--- config.mk ---
export PLATFORM = sky130hd
export DESIGN_NAME = residual_block_sequencer
export DESIGN_NICKNAME = d
export VERILOG_FILES = /design/src/rtl/residual_block_sequencer.sv
export SDC_FILE = /design/constraint.sdc
export NUM_CORES = 1
export LEC_CHECK = 0
export ABC_AREA = 1
export CORE_ASPECT_RATIO = 0.8
export CORE_MARGIN = 2
export CORE_UTILIZATION = 48
export CTS_CLUSTER_DIAMETER = 80
export CTS_CLUSTER_SIZE = 28
export DETAILED_ROUTE_END_ITERATION = 7
export PLACE_DENSITY = 0.82
export SKIP_LAST_GASP = 1
export SYNTH_ARGS = -nofsm -noshare
export SYNTH_HDL_FRONTEND = slang
export SYNTH_SLANG_ARGS = --single-unit
--- constraint.sdc ---
create_clock -name clk -period 1.9 [get_ports clk]
set_input_delay 0.38 -clock clk [delete_from_list [all_inputs] [get_ports clk]]
set_output_delay 0.38 -clock clk [all_outputs]
set_load 0.01 [all_outputs]
--- src/rtl/residual_block_sequencer.sv ---
// Walks the H.264 residual() block order of one macroblock, one block descriptor per transfer.
// Build macro RESIDUAL_SKIP_REPORT_EN: also emit uncoded luma 4x4 / chroma AC blocks with blk_skip = 1.
module residual_block_sequencer #(
    parameter int CNT_W = 5
) (
    input  logic             clk,
    input  logic             reset,
    input  logic             start,
    input  logic             intra16x16,
    input  logic [3:0]       cbp_luma,
    input  logic [1:0]       cbp_chroma,
    output logic             blk_valid,
    input  logic             blk_ready,
    output logic [2:0]       blk_type,
    output logic [3:0]       blk_idx,
    output logic [4:0]       max_num_coeff,
    output logic             blk_skip,
    output logic             busy,
    output logic             done,
    output logic [CNT_W-1:0] blk_count,
    output logic [2:0]       dbg_state
);

    // Handshake: a descriptor transfers on a clk edge where blk_valid && blk_ready; the fields
    // decode only from registered state, so they hold while blk_valid && !blk_ready.
    typedef enum logic [2:0] {
        S_IDLE      = 3'd0,
        S_LUMA_DC   = 3'd1,
        S_LUMA      = 3'd2,
        S_CHROMA_DC = 3'd3,
        S_CHROMA_AC = 3'd4,
        S_FINISH    = 3'd5
    } state_t;

    state_t           r_state;
    state_t           w_state_nxt;
    state_t           w_luma_exit;
    logic [3:0]       r_idx;
    logic [3:0]       w_idx_nxt;
    logic             r_intra;
    logic [3:0]       r_cbpl;
    logic [1:0]       r_cbpc;
    logic [CNT_W-1:0] r_count;
    logic [1:0]       w_cbpc_in;
    logic             w_coded;
    logic             w_start_acc;
    logic             w_valid;
    logic [2:0]       w_type;
    logic [3:0]       w_bidx;
    logic [4:0]       w_max;
    logic             w_busy;
    logic             w_done;
`ifdef RESIDUAL_SKIP_REPORT_EN
    logic             w_skip;
`endif

    // cbp_chroma = 3 is illegal and behaves as 2 (DC and AC coded).
    assign w_cbpc_in   = (cbp_chroma == 2'd3) ? 2'd2 : cbp_chroma;
    assign w_coded     = r_cbpl[r_idx[3:2]];
    assign w_start_acc = (r_state == S_IDLE) && start;
    assign w_luma_exit = (r_cbpc != 2'd0) ? S_CHROMA_DC : S_FINISH;

    always_comb begin
        w_state_nxt = r_state;
        w_idx_nxt   = r_idx;
        w_valid     = 1'b0;
        w_type      = 3'd0;
        w_bidx      = 4'd0;
        w_max       = 5'd0;
        w_busy      = 1'b0;
        w_done      = 1'b0;
`ifdef RESIDUAL_SKIP_REPORT_EN
        w_skip      = 1'b0;
`endif
        unique case (r_state)
            S_IDLE: begin
                if (start) begin
                    w_idx_nxt = 4'd0;
                    if (intra16x16)              w_state_nxt = S_LUMA_DC;
                    else if (cbp_luma != 4'd0)   w_state_nxt = S_LUMA;
                    else if (w_cbpc_in != 2'd0)  w_state_nxt = S_CHROMA_DC;
                    else                         w_state_nxt = S_FINISH;
                end
            end
            S_LUMA_DC: begin
                w_busy  = 1'b1;
                w_valid = 1'b1;
                w_max   = 5'd16;
                if (blk_ready) begin
                    w_state_nxt = S_LUMA;
                    w_idx_nxt   = 4'd0;
                end
            end
            S_LUMA: begin
                w_busy = 1'b1;
                w_type = r_intra ? 3'd1 : 3'd2;
                w_max  = r_intra ? 5'd15 : 5'd16;
                w_bidx = r_idx;
`ifdef RESIDUAL_SKIP_REPORT_EN
                w_valid = 1'b1;
                w_skip  = !w_coded;
                if (blk_ready) begin
                    if (r_idx == 4'd15) begin
                        w_state_nxt = w_luma_exit;
                        w_idx_nxt   = 4'd0;
                    end else begin
                        w_idx_nxt = r_idx + 4'd1;
                    end
                end
`else
                w_valid = w_coded;
                if (w_coded && blk_ready) begin
                    if (r_idx == 4'd15) begin
                        w_state_nxt = w_luma_exit;
                        w_idx_nxt   = 4'd0;
                    end else begin
                        w_idx_nxt = r_idx + 4'd1;
                    end
                end else if (!w_coded) begin
                    // Uncoded quadrant: one silent cycle, jump to the next quadrant.
                    if (r_idx[3:2] == 2'd3) begin
                        w_state_nxt = w_luma_exit;
                        w_idx_nxt   = 4'd0;
                    end else begin
                        w_idx_nxt = {r_idx[3:2] + 2'd1, 2'b00};
                    end
                end
`endif
            end
            S_CHROMA_DC: begin
                w_busy  = 1'b1;
                w_valid = 1'b1;
                w_type  = r_idx[0] ? 3'd4 : 3'd3;
                w_max   = 5'd4;
                if (blk_ready) begin
                    if (!r_idx[0]) begin
                        w_idx_nxt = 4'd1;
                    end else begin
                        w_idx_nxt = 4'd0;
`ifdef RESIDUAL_SKIP_REPORT_EN
                        w_state_nxt = S_CHROMA_AC;
`else
                        w_state_nxt = r_cbpc[1] ? S_CHROMA_AC : S_FINISH;
`endif
                    end
                end
            end
            S_CHROMA_AC: begin
                w_busy  = 1'b1;
                w_valid = 1'b1;
                w_type  = r_idx[2] ? 3'd6 : 3'd5;
                w_bidx  = {2'b00, r_idx[1:0]};
                w_max   = 5'd15;
`ifdef RESIDUAL_SKIP_REPORT_EN
                w_skip  = !r_cbpc[1];
`endif
                if (blk_ready) begin
                    if (r_idx == 4'd7) begin
                        w_state_nxt = S_FINISH;
                        w_idx_nxt   = 4'd0;
                    end else begin
                        w_idx_nxt = r_idx + 4'd1;
                    end
                end
            end
            S_FINISH: begin
                w_done      = 1'b1;
                w_state_nxt = S_IDLE;
            end
            default: begin
                w_state_nxt = S_IDLE;
            end
        endcase
    end

    always_ff @(posedge clk) begin
        if (reset) begin
            r_state <= S_IDLE;
            r_idx   <= 4'd0;
            r_intra <= 1'b0;
            r_cbpl  <= 4'd0;
            r_cbpc  <= 2'd0;
            r_count <= '0;
        end else begin
            r_state <= w_state_nxt;
            r_idx   <= w_idx_nxt;
            if (w_start_acc) begin
                r_intra <= intra16x16;
                r_cbpl  <= cbp_luma;
                r_cbpc  <= w_cbpc_in;
                r_count <= '0;
            end else if (w_valid && blk_ready) begin
                r_count <= r_count + CNT_W'(1);
            end
        end
    end

    assign blk_valid     = w_valid;
    assign blk_type      = w_type;
    assign blk_idx       = w_bidx;
    assign max_num_coeff = w_max;
    assign busy          = w_busy;
    assign done          = w_done;
    assign blk_count     = r_count;
    assign dbg_state     = r_state;
`ifdef RESIDUAL_SKIP_REPORT_EN
    assign blk_skip      = w_skip;
`else
    assign blk_skip      = 1'b0;
`endif

endmodule
Word level (Yosys, flattened, before mapping):

Index checks and enable logic that the tools add are counted.

* register bits after elaboration: 19
* input bits: 11
* output and inout bits: 24
* word-level logic and storage cells: 81

* $add $sub $neg: 3
* magnitude comparators: 1
* equal/unequal tests: 18
* muxes and demuxes: 40
* reductions and logical operators: 13

Operators by type and width (number)
* $mux 3: 15
* $mux 4: 9
* $pmux 4 s5: 1
* $pmux 5 s4: 1
* $pmux 3 s5: 1
* $ne 2x2->1 const B: 6
* $ne 3x3->1 const B: 3
* $pmux 3 s3: 1
* $reduce_and 9->1: 1
* $pmux 4 s2: 1
* $eq 3x2->1 const B: 2
* $eq 3x3->1 const B: 2
* $mux 2: 3
* $reduce_and 6->1: 1
* $add 5x1->5 const B: 1
* $mux 1: 5
* $mux 5: 1
* $reduce_bool 5->1: 1
* $add 4x1->4 const B: 1
* $eq 2x2->1 const B: 2
* $eq 4x3->1 const B: 1
* $eq 4x4->1 const B: 1
* $reduce_bool 2->1: 2
* $reduce_bool 4->1: 1
* 10 further kinds: 12

Longest topological paths before layout:

Gate-level depths: netlist of run 1.

* depth after elaboration: 8
* depth in mapped cells: 11

Least setup slack after synthesis of run 1:

Ideal clock, no wire load.

* kind: reg2out
* from: register r_state[1], in the netlist dbg_state[1]
* to: output busy
* arrival: 1.159 ns
* required time: 1.520 ns
* slack: 0.361 ns
* stages on the path, launching flop included: 6
* path buffers: 0
* path through: dfxtp_1 nor2_2 nand2_1 nand2_1 nor2_1 nand2_1

* longest elaborated chain between the ends: 3
* elaborated cells between the ends (all ways): 6
* those cells by class: eq/ne (4); mux (1); reduce/logical (1)

Ends and longest elaborated chain
* start, declared: line 35 `state_t r_state;`
* start signal, assigned: line 185 `r_state <= w_state_nxt;`
* $eq 3x3->1 (tied with other cells): line 75 `unique case (r_state)`
* $reduce_or 4->1 (no source line) (*)
* $mux 1 (*): line 75
* end, declared: line 18 `output logic busy,`

Mark *: on every way between the ends. The rest lies on a longest branch, timed or not.

Final worst setup path of run 1:

* from: register r_state[2], in the netlist dbg_state[2]
* to: output blk_type[1]

* longest elaborated chain between the ends: 2
* elaborated cells between the ends (all ways): 4
* those cells by class: eq/ne (3); mux (1)

Ends and longest elaborated chain
* $eq 3x3->1 / $eq 3x2->1 (equally long branches): line 75
* $pmux 3 s3 (*): line 75
* end, declared: line 14 `output logic [2:0] blk_type,`

Marks and branches as above.

==> results of run 1 <==
## worst min-delay path by stage
stage | endpoint | slack (ns) | start
final | blk_count[4]$_SDFFE_PP0P_ | 0.51 | blk_count[4]$_SDFFE_PP0P_
after global routing | r_idx[1]$_SDFFE_PP0P_ | 0.54 | r_idx[1]$_SDFFE_PP0P_
after CTS | blk_count[4]$_SDFFE_PP0P_ | 0.51 | blk_count[4]$_SDFFE_PP0P_
after detailed placement | blk_count[4]$_SDFFE_PP0P_ | 0.50 | blk_count[4]$_SDFFE_PP0P_
after global placement | blk_count[4]$_SDFFE_PP0P_ | 0.48 | blk_count[4]$_SDFFE_PP0P_
after floorplan | r_idx[1]$_SDFFE_PP0P_ | 0.45 | reset
## placed cells by master (no fill, tap or decap), types with 4 or more instances in the layout
cell type	instances
clkdlybuf4s50_1	18
dfxtp_1	15
ha_1	4
nor2_2	5
nand3_1	12
buf_4	18
nand2_1	44
o21ai_0	11
inv_1	18
a21oi_1	12
nor2_1	27
dlygate4sd2_1	6
inv_2	5
nand3_2	5
clkdlybuf4s15_1	7
nand2_2	6
## stage by stage
step	worst slack (ns)	instance area, um^2	instances
final	0.0226	1850	288
after CTS	-0.235	1800	286
after detailed placement	-0.00129	1770	282
after floorplan	0.361	1310	202
after global placement	0.0132	1770	282
after global routing	-0.0479	1850	288
## logic make-up (layout without fill, tap and decap cells)
| logic type | Yosys count | after routing |
|---|---|---|
| AO/OA/AOI/OAI | 33 | 33 |
| XOR/XNOR | 3 | 3 |
| adder cells (fa/ha/maj) | 4 | 4 |
| flip-flops | 19 | 19 |
| buffers and inverters | 30 | 80 |
| AND/OR/NAND/NOR | 112 | 112 |
| other | 1 | 1 |
## worst max-delay path: cells and delay by family, from the launching register on
family / cells / cell delay [ns]
flops: 1 / 0.39
buf+inv: 2 / 0.44
simple gates: 2 / 0.26
compound gates: 1 / 0.10
## registers in the layout (all words and copies together), names as in the netlist
register,cells
blk_count,5
dbg_state,3
r_cbpc,2
r_cbpl,4
r_idx,4
r_intra,1
## timing repair
action,CTS,global route
buffers inserted,0,2
pin swaps,0,1
resized for setup,23,18
endpoints found under the setup margin,15,12
## where the power goes
part	switching (mW)	internal, mW
Sequential	0.0723	0.483
Combinational	0.775	0.582
Clock	0.134	0.0785
## cell type report
cell class              instances  area [um^2]  share of cell area, %
inverters                      25         98.8                   5.36
flip-flops and latches         19          393                   21.3
multi-input cells             153          826                   44.7
clock inverters                 1         5.00                  0.271
well taps                      36         45.0                   2.44
repair buffers                 51          455                   24.7
clock buffers                   3         22.5                   1.22
## per-layer routing
| metal | vias up | wire length, um | GRT usage [%] |
|---|---|---|---|
| li1 | 751 | - | - |
| met2 | 64 | 1440 | 36.1 |
| met3 | 6 | 301 | 6.95 |
| met1 | 662 | 1590 | 29.7 |
| met4 | 0 | 42 | 6.30 |
| met5 | - | 0 | 0 |
==> qor.yml, run 1 <==
clock_tree:
  root_buffer: "clkbuf_4"
  insertion_delay_ns: 0.30
  hold_buffers: 0
  cts_buffers: 3
  h-tree-depth: 1
  cts.clk_slew.worst_paths_ns: 0.12
  cts_sinks: 19
  cts_tree: "built"
  cts_buffer_depth: 2
die:
  die_area_um2: 3150
  core_area_um2: 2520
  start_util_pct: 51.7
  rows: 16
  pin_count: 35
  die_w_um: 62.3
  dieHeight_um: 50.6
drt:
  vias: 1483
  first_iter_violations: 80
  route.detailed.wl_per_inst_um: 11.7
  first_pass_iters: 4
  via_per_inst: 5.15
  antenna_left: 0
  drc: 0
  totalWireLength_um: 3370
critical_path:
  worstSetupPathType: "register to output pin"
  r2r_start: "r_idx[3]$_SDFFE_PP0P_"
  r2r_cells: 10
  cp-start-kind: "register"
  crit_chain: "buf_4 > nor2_4 > nand2_1 > o211ai_1 > dlygate4sd2_1"
  cpMaxStageDelayCell: "dfxtp_4"
  crit_path_start: "dbg_state[2]$_SDFFE_PP0P_"
  worstPathRequired_ns: 1.52
  timing.rr.end: "dbg_state[1]$_SDFFE_PP0P_"
  worstPathArrival_ns: 1.50
  crit_fanout: 4
  rrSetupSlack_ns: 0.32
  slowest_delay_ns: 0.39
  cp-end-kind: "output pin"
  crit_end: "blk_type[1]"
synth:
  synth-simple-area-share_pct: 40.7
  ys_ff_latch: 19
  synth-xor-area-share_pct: 2.01
  synth_top_family_by_area: "simple AND/OR/NAND/NOR gates"
  syn_avg_cell_area_um2: 6.46
  synth-edff-count: 0
  ys_types: 32
  syn_nets: 217
  ys_async_sr_fraction_pct: 0
  synth_mux_area_share_pct: 0
  synthAdderAreaFrac_pct: 3.84
  synthTopCellsByCount: "nand2_1, nor2_1, dfxtp_1"
  yosysWarnings: 0
  netlist_area_um2: 1310
  ys_seq_area_share_pct: 29.1
  synth_top_area_cell: "dfxtp_1"
  yosysMostFrequentCell: "nand2_1"
  synth_ff_type: "dfxtp_1"
  synth_compound_area_share_pct: 14.2
  synth_top_area_share_pct: 29.1
  synthCells: 202
  synth.area.top_cells: "dfxtp_1, nand2_1, nor2_1, inv_1, nand3_1"
run_status:
  status: "finished, final reports clean"
layout:
  diodes: 0
  fin_util_pct: 73.2
  nNetsFinal: 268
  n_fill_cell: 238
  area_growth_pct: 41.4
  drive_gt1_share_pct: 23.0
timing:
  fmax_mhz: 533
  slew_viol_final: 0
  min_period_ns: 1.88
  tns_ns: 0
  hold_viol: 0
  grt_setup_unrepaired: "yes"
  skew_ns: 0.00707
  fin_crit_sh_pct: 98.8
  final-setup-viol-count: 0
  relSlewSlack_pct: 64.0
  hold_ws_ns: 0.506
  worst_pin_slew_ns: 0.533
global_route:
  antenna_found_initial: 0
  overflow: 0
  grt_pass1_vias: 1318
  grt_pass1_wl_um: 5630
  grtUsageTotal_pct: 22.6
  grt_max_degree: 13
place:
  portBuffers: 33
  hpwl_um: 2650
  place_congestion: 0.900
min_path:
  min_path_type: "register to register"
  hold_depth: 2
power:
  powerDensity_nw_per_um2: 1150
  irDropWorstVdd_uv: 608
  power.total_mw: 2.12
  power.leakage_nw: 0.862
job:
  drv_cap: 0
(Power assumes the default switching activity.)
==> run 2: changes to the inputs <==
--- a/config.mk
+++ b/config.mk
@@ -6,13 +6,13 @@
 export NUM_CORES = 1
 export LEC_CHECK = 0
 export ABC_AREA = 1
+export CAP_MARGIN = 5
 export CORE_ASPECT_RATIO = 0.8
 export CORE_MARGIN = 2
 export CORE_UTILIZATION = 48
-export CTS_CLUSTER_DIAMETER = 80
 export CTS_CLUSTER_SIZE = 28
 export DETAILED_ROUTE_END_ITERATION = 7
-export PLACE_DENSITY = 0.82
+export PLACE_DENSITY = 0.79
 export SKIP_LAST_GASP = 1
 export SYNTH_ARGS = -nofsm -noshare
 export SYNTH_HDL_FRONTEND = slang
==> run 2 against run 1 <==
Compared with the run above:
- the flow now finishes with violations (setup timing)
- critical path depth increased by 1
- register-to-register slack about the same
- final cell count unchanged
- utilization down 1.4 points
- count of clock-buffer cells in the layout is the same
- first-iteration DRC count rose by 49%
- flip-flop and latch count unchanged
- routed wire length is 9.3% higher
- critical endpoint is now blk_valid
- largest power group unchanged
- highest routed layer unchanged
==> qor.yml, run 2 (synthesized netlist as in run 1, its figures left out) <==
layout:
  area_growth_pct: 38.6
  mostFrequentLayoutCells: "nand2_1, nor2_1, inv_1, clkdlybuf4s50_1, buf_4"
  diodes: 0  # unchanged
  final_common_cell: "nand2_1"
  largest_register_ffs: 5  # unchanged
  drive_gt1_share_pct: 23.4  # +0.40 points
  nNetsFinal: 268  # unchanged
  n_fill_cell: 237  # -0.42%
drt:
  wl_met2_um: 1730  # +20%
  first_iter_violations: 119  # +49%
  met3_length_um: 300  # -0.33%
  antenna_left: 0  # unchanged
  highest_layer: "met4"
  via_per_inst: 5.22  # +1.4%
  drc: 0  # unchanged
  first_pass_iters: 4  # unchanged
  vias: 1504  # +1.4%
  totalWireLength_um: 3680  # +9.3%
  route.detailed.wl_per_inst_um: 12.8  # +9.3%
  met1Wirelength_um: 1630  # +2.5%
timing:
  skew_ns: 0.00582  # -0.00125 ns
  fmax_mhz: 517  # -3.0%
  hold_viol: 0  # unchanged
  worst_pin_slew_ns: 0.557  # +0.0233 ns
  final-setup-viol-count: 4  # +4
  grt_setup_unrepaired: "yes"
  layout_setup_ws_ns: -0.0356  # -0.0582 ns
  fin_crit_sh_pct: 102  # +3.1 points
  slew_viol_final: 0  # unchanged
  relSlewSlack_pct: 62.4  # -1.6 points
  min_period_ns: 1.94  # +0.0582 ns
  tns_ns: -0.0648  # -0.0648 ns
clock_tree:
  root_buffer: "clkbuf_4"
  cts_buffers: 3  # unchanged
  cts_tree: "built"
  cts_buffer_depth: 2  # unchanged
  cts_sinks: 19  # unchanged
  h-tree-depth: 1  # unchanged
  hold_buffers: 0  # unchanged
  insertion_delay_ns: 0.31  # about the same
  cts.clk_slew.worst_paths_ns: 0.12  # about the same
critical_path:
  worstPathRequired_ns: 1.52  # about the same
  crit_end: "blk_valid"
  timing.rr.end: "r_cbpc[0]$_SDFFE_PP0P_"
  cp-start-kind: "register"
  rrSetupSlack_ns: 0.33  # about the same
  r2r_cells: 9  # -1
  crit_fanout: 7  # +3
  cp-end-kind: "output pin"
  worstSetupPathType: "register to output pin"
  worstPathArrival_ns: 1.56  # +0.06 ns
  crit_path_start: "dbg_state[1]$_SDFFE_PP0P_"
  r2r_start: "dbg_state[1]$_SDFFE_PP0P_"
place:
  portBuffers: 33  # unchanged
  hpwl_um: 2910  # +9.9%
  dp_slack_ns: -0.0854  # -0.0841 ns
  place_congestion: 0.908  # +0.96%
die:
  rows: 16  # unchanged
  die_area_um2: 3150  # unchanged
  pin_count: 35  # unchanged
  core_area_um2: 2520  # unchanged
  start_util_pct: 51.7  # unchanged
  die_w_um: 62.3  # unchanged
  dieHeight_um: 50.6  # unchanged
run_status:
  violations: "setup timing"
  status: "finished, violations left"
global_route:
  antenna_found_initial: 0  # unchanged
  grt_pass1_wl_um: 6160  # +9.4%
  grtUsageTotal_pct: 25.0  # +2.4 points
  grt_max_degree: 13  # unchanged
  grt_pass1_vias: 1399  # +6.1%
  overflow: 0  # unchanged
power:
  power.leakage_nw: 0.844  # -2.0%
  irDropWorstVdd_uv: 631  # +3.8%
  powerDensity_nw_per_um2: 1180  # +2.1%
job:
  drv_cap: 0  # unchanged
min_path:
  min_path_type: "register to register"
run 2: cell count changes in the layout (fill, tap and decap cells not counted), sizes merged:
cell | previous run | this run
clkdlybuf4s15 | 7 | 0
dlymetal6s2s | 1 | 0
dlygate4sd2 | 6 | 9
clkinv | 1 | 0
buf | 18 | 19
clkinvlp | 0 | 1
clkbuf | 4 | 8
run 2: layout make-up:
cell class / instances / area, um^2 / area share [%]
multi-input combinational: 153 / 821 / 45.4
clock buffer: 3 / 22.5 / 1.24
timing repair buffer: 51 / 428 / 23.7
inverter: 25 / 96.3 / 5.33
tap: 36 / 45.0 / 2.49
sequential: 19 / 389 / 21.5
clock inverter: 1 / 7.51 / 0.415
run 2: timing repair:
item / in CTS / in global routing
setup endpoints to repair: 16 / 11
pin swaps: 1 / 0
gates cloned: 0 / 0
buffers inserted: 2 / 0
endpoints found under the hold margin: 0 / 0
resized for setup: 21 / 20
run 2: how the worst min path moves through the flow:
stage,from,to,cells past startpoint
after floorplan,reset,r_idx[1]$_SDFFE_PP0P_,1
after global placement,blk_count[4]$_SDFFE_PP0P_,blk_count[4]$_SDFFE_PP0P_,2
after detailed placement,blk_count[1]$_SDFFE_PP0P_,blk_count[1]$_SDFFE_PP0P_,2
after CTS,blk_count[1]$_SDFFE_PP0P_,blk_count[1]$_SDFFE_PP0P_,2
after global routing,r_cbpc[0]$_SDFFE_PP0P_,r_cbpc[0]$_SDFFE_PP0P_,2
final,blk_count[1]$_SDFFE_PP0P_,blk_count[1]$_SDFFE_PP0P_,2
run 2: per-layer routing:
layer	track usage [%]	vias to the layer above
met5	0	-
met4	5.56	0
met3	5.38	4
li1	-	753
met1	32.5	673
met2	43.1	74
run 2: report_power, final:
group	internal [mW]	total (mW)	switching, mW
clock network	0.0805	0.224	0.143
registers	0.480	0.565	0.0843
logic	0.563	1.34	0.775
run 2: metrics by stage:
stage	utilization [%]	hold slack (ns)	power (mW)	area, um^2	cells
2_1_floorplan	-	0.449	1.31	1310	202
3_3_place_gp	70.1	0.474	1.86	1770	282
3_5_place_dp	70.1	0.494	1.89	1770	282
4_1_cts	71.6	0.515	2.08	1810	288
5_1_grt	71.7	0.541	2.30	1810	288
6_report	71.7	0.517	2.13	1810	288
run 2: worst max-delay path: stages, from the launching register on:
cell           delay [ns]
dfxtp_4              0.43
nand2_2              0.10
nand2_1              0.11
nand2_1              0.10
buf_4                0.16
nand3_2              0.07
dlygate4sd2_1        0.27
==> run 3: changes to the inputs <==
--- a/config.mk
+++ b/config.mk
@@ -8,12 +8,14 @@
 export ABC_AREA = 1
 export CAP_MARGIN = 5
 export CORE_ASPECT_RATIO = 0.8
-export CORE_MARGIN = 2
+export CORE_MARGIN = 1
 export CORE_UTILIZATION = 48
 export CTS_CLUSTER_SIZE = 28
 export DETAILED_ROUTE_END_ITERATION = 7
 export PLACE_DENSITY = 0.79
+export REMOVE_ABC_BUFFERS = 1
 export SKIP_LAST_GASP = 1
+export SLEW_MARGIN = 5
 export SYNTH_ARGS = -nofsm -noshare
 export SYNTH_HDL_FRONTEND = slang
 export SYNTH_SLANG_ARGS = --single-unit
==> run 3 against run 2 <==
Compared with the run above:
- the run still ends with setup timing left
- hold slack lost 0.016 ns
- fmax grew 0.42%
- worst setup slack gained 0.0081 ns
- clock power grew 2%
- design area grew 4.1%
- global-route usage grew 3.4 points
- via count grew 4.7%
- largest cell class unchanged
- highest routed layer unchanged
==> qor.yml, run 3 (synthesized netlist as in run 1, its figures left out) <==
place:
  place_inst: 285  # +1.1%
  dp_slack_ns: -0.0621  # +0.0233 ns
  hpwl_um: 2960  # +1.7%
  place_congestion: 0.920  # +1.3%
  portBuffers: 33  # unchanged
clock_tree:
  insertion_delay_ns: 0.31  # about the same
  cts_sinks: 19  # unchanged
  cts_tree: "built"
  cts.clk_slew.worst_paths_ns: 0.12  # about the same
  root_buffer: "clkbuf_4"
  cts_buffer_depth: 2  # unchanged
  h-tree-depth: 1  # unchanged
  cts_buffers: 3  # unchanged
  hold_buffers: 0  # unchanged
drt:
  drc: 0  # unchanged
  totalWireLength_um: 3790  # +3.0%
  first_iter_violations: 107  # -10%
  antenna_left: 0  # unchanged
  first_pass_iters: 5  # +1
  vias: 1575  # +4.7%
  route.detailed.wl_per_inst_um: 13.0  # +1.6%
  via_per_inst: 5.39  # +3.3%
critical_path:
  cp_num_buf_inv: 3  # +1
  crit_chain: "buf_4 > nor2_4 > inv_1 > o21ai_0 > clkdlybuf4s15_2"
  slowest_delay_ns: 0.36  # -0.07 ns
  worstPathRequired_ns: 1.52  # about the same
  cp-end-kind: "output pin"
  crit_family: "buffers and inverters"
  crit_fanout: 5  # -2
  worstPathArrival_ns: 1.55  # about the same
  cpMaxStageDelayCell: "dfxtp_2"
  cp-start-kind: "register"
  worstSetupPathType: "register to output pin"
layout:
  mostFrequentLayoutCells: "nand2_1, nor2_1, buf_4, inv_1, clkdlybuf4s50_1"
  fin_util_pct: 75.3  # +3.6 points
  drive_gt1_share_pct: 24.2  # +0.81 points
  largest_register_ffs: 5  # unchanged
  area_growth_pct: 44.4
  diodes: 0  # unchanged
  fin_cells: 292  # +1.4%
  nNetsFinal: 272  # +1.5%
  final_common_cell: "nand2_1"
global_route:
  grtUsageTotal_pct: 28.4  # +3.4 points
  overflow: 0  # unchanged
  grt_max_degree: 13  # unchanged
  grt_pass1_vias: 1409  # +0.71%
  grt_pass1_wl_um: 6260  # +1.6%
  antenna_found_initial: 0  # unchanged
die:
  rows: 16  # unchanged
  pin_count: 35  # unchanged
  core_area_um2: 2500  # -0.79%
  die_area_um2: 2930  # -7.0%
  dieHeight_um: 48.6  # -3.9%
  die_w_um: 60.3  # -3.2%
  start_util_pct: 52.2  # +0.41 points
power:
  power.total_mw: 2.24  # +5.5%
  power.leakage_nw: 0.889  # +5.3%
  irDropWorstVdd_uv: 720  # +14%
  powerDensity_nw_per_um2: 1190  # +1.3%
run_status:
  status: "finished, violations left"
  violations: "setup timing"
timing:
  final-setup-viol-count: 1  # -3
  fin_crit_sh_pct: 101  # -0.43 points
  grt_setup_unrepaired: "yes"
  skew_ns: 0.00588  # +0.0000582 ns
  min_period_ns: 1.93  # -0.00810 ns
  slew_viol_final: 0  # unchanged
  hold_viol: 0  # unchanged
  fmax_mhz: 519  # +0.42%
  hold_ws_ns: 0.502  # -0.0157 ns
  layout_setup_ws_ns: -0.0275  # +0.00810 ns
min_path:
  min_path_type: "register to register"
job:
  drv_cap: 0  # unchanged
-- run 3: cell types whose count changed in the layout (fill, tap and decap cells not counted), sizes merged --
cell / delta
buf: +4
clkbuf: -3
clkdlybuf4s15: +1
dlygate4sd2: +1
dlymetal6s2s: +1
-- run 3: report_power, final --
part | switching, mW | internal, mW | leakage [nW]
combinational | 0.827 | 0.642 | 0.718
sequential | 0.0659 | 0.480 | 0.157
clock | 0.148 | 0.0804 | 0.0139
-- run 3: what timing repair did --
item | in CTS | in global routing
setup endpoints to repair | 15 | 12
buffers inserted | 3 | 0
pin swaps | 1 | 2
gates resized for setup | 27 | 12
gates cloned | 0 | 0
-- run 3: worst paths after layout --
path	from	endpoint	slack [ns]	cells past startpoint
min reg2reg	r_cbpc[1]$_SDFFE_PP0P_	r_cbpc[1]$_SDFFE_PP0P_	0.50	2
min	r_cbpc[1]$_SDFFE_PP0P_	r_cbpc[1]$_SDFFE_PP0P_	0.50	2
max reg2reg	r_idx[2]$_SDFFE_PP0P_	r_idx[2]$_SDFFE_PP0P_	0.28	9
max	dbg_state[2]$_SDFFE_PP0P_	blk_type[2]	-0.03	5
-- run 3: area by class of cell --
type                    instances  area (um^2)
fillers                       195          618
clock inverters                 1         7.51
multi-input cells             153          833
repair buffers                 55          490
flip-flops and latches         19          389
well taps                      36         45.0
clock buffers                   3         22.5
inverters                      25         96.3
-- run 3: per-layer routing --
metal,vias to the layer above,routed length [um],GRT usage [%]
li1,760,-,-
met1,729,1650,37.8
met2,80,1810,45.1
met3,6,291,6.95
met4,0,44,7.75
met5,-,0,0
-- run 3: worst register-to-register path: stages (launching register included) --
cell     delay [ns]
dfxtp_1        0.36
buf_4          0.18
ha_1           0.24
nand2_1        0.08
nand2_1        0.08
o21ai_2        0.24
nand2_1        0.09
nand2_1        0.07
nand2_1        0.05
a21oi_1        0.16
-- run 3: metrics by stage --
stage / TNS [ns] / area, um^2
detailed placement: -0.224 / 1800
CTS: -0.311 / 1870
global route: -0.342 / 1880
global placement: 0 / 1800
finish: -0.0275 / 1880
floorplan: 0 / 1270
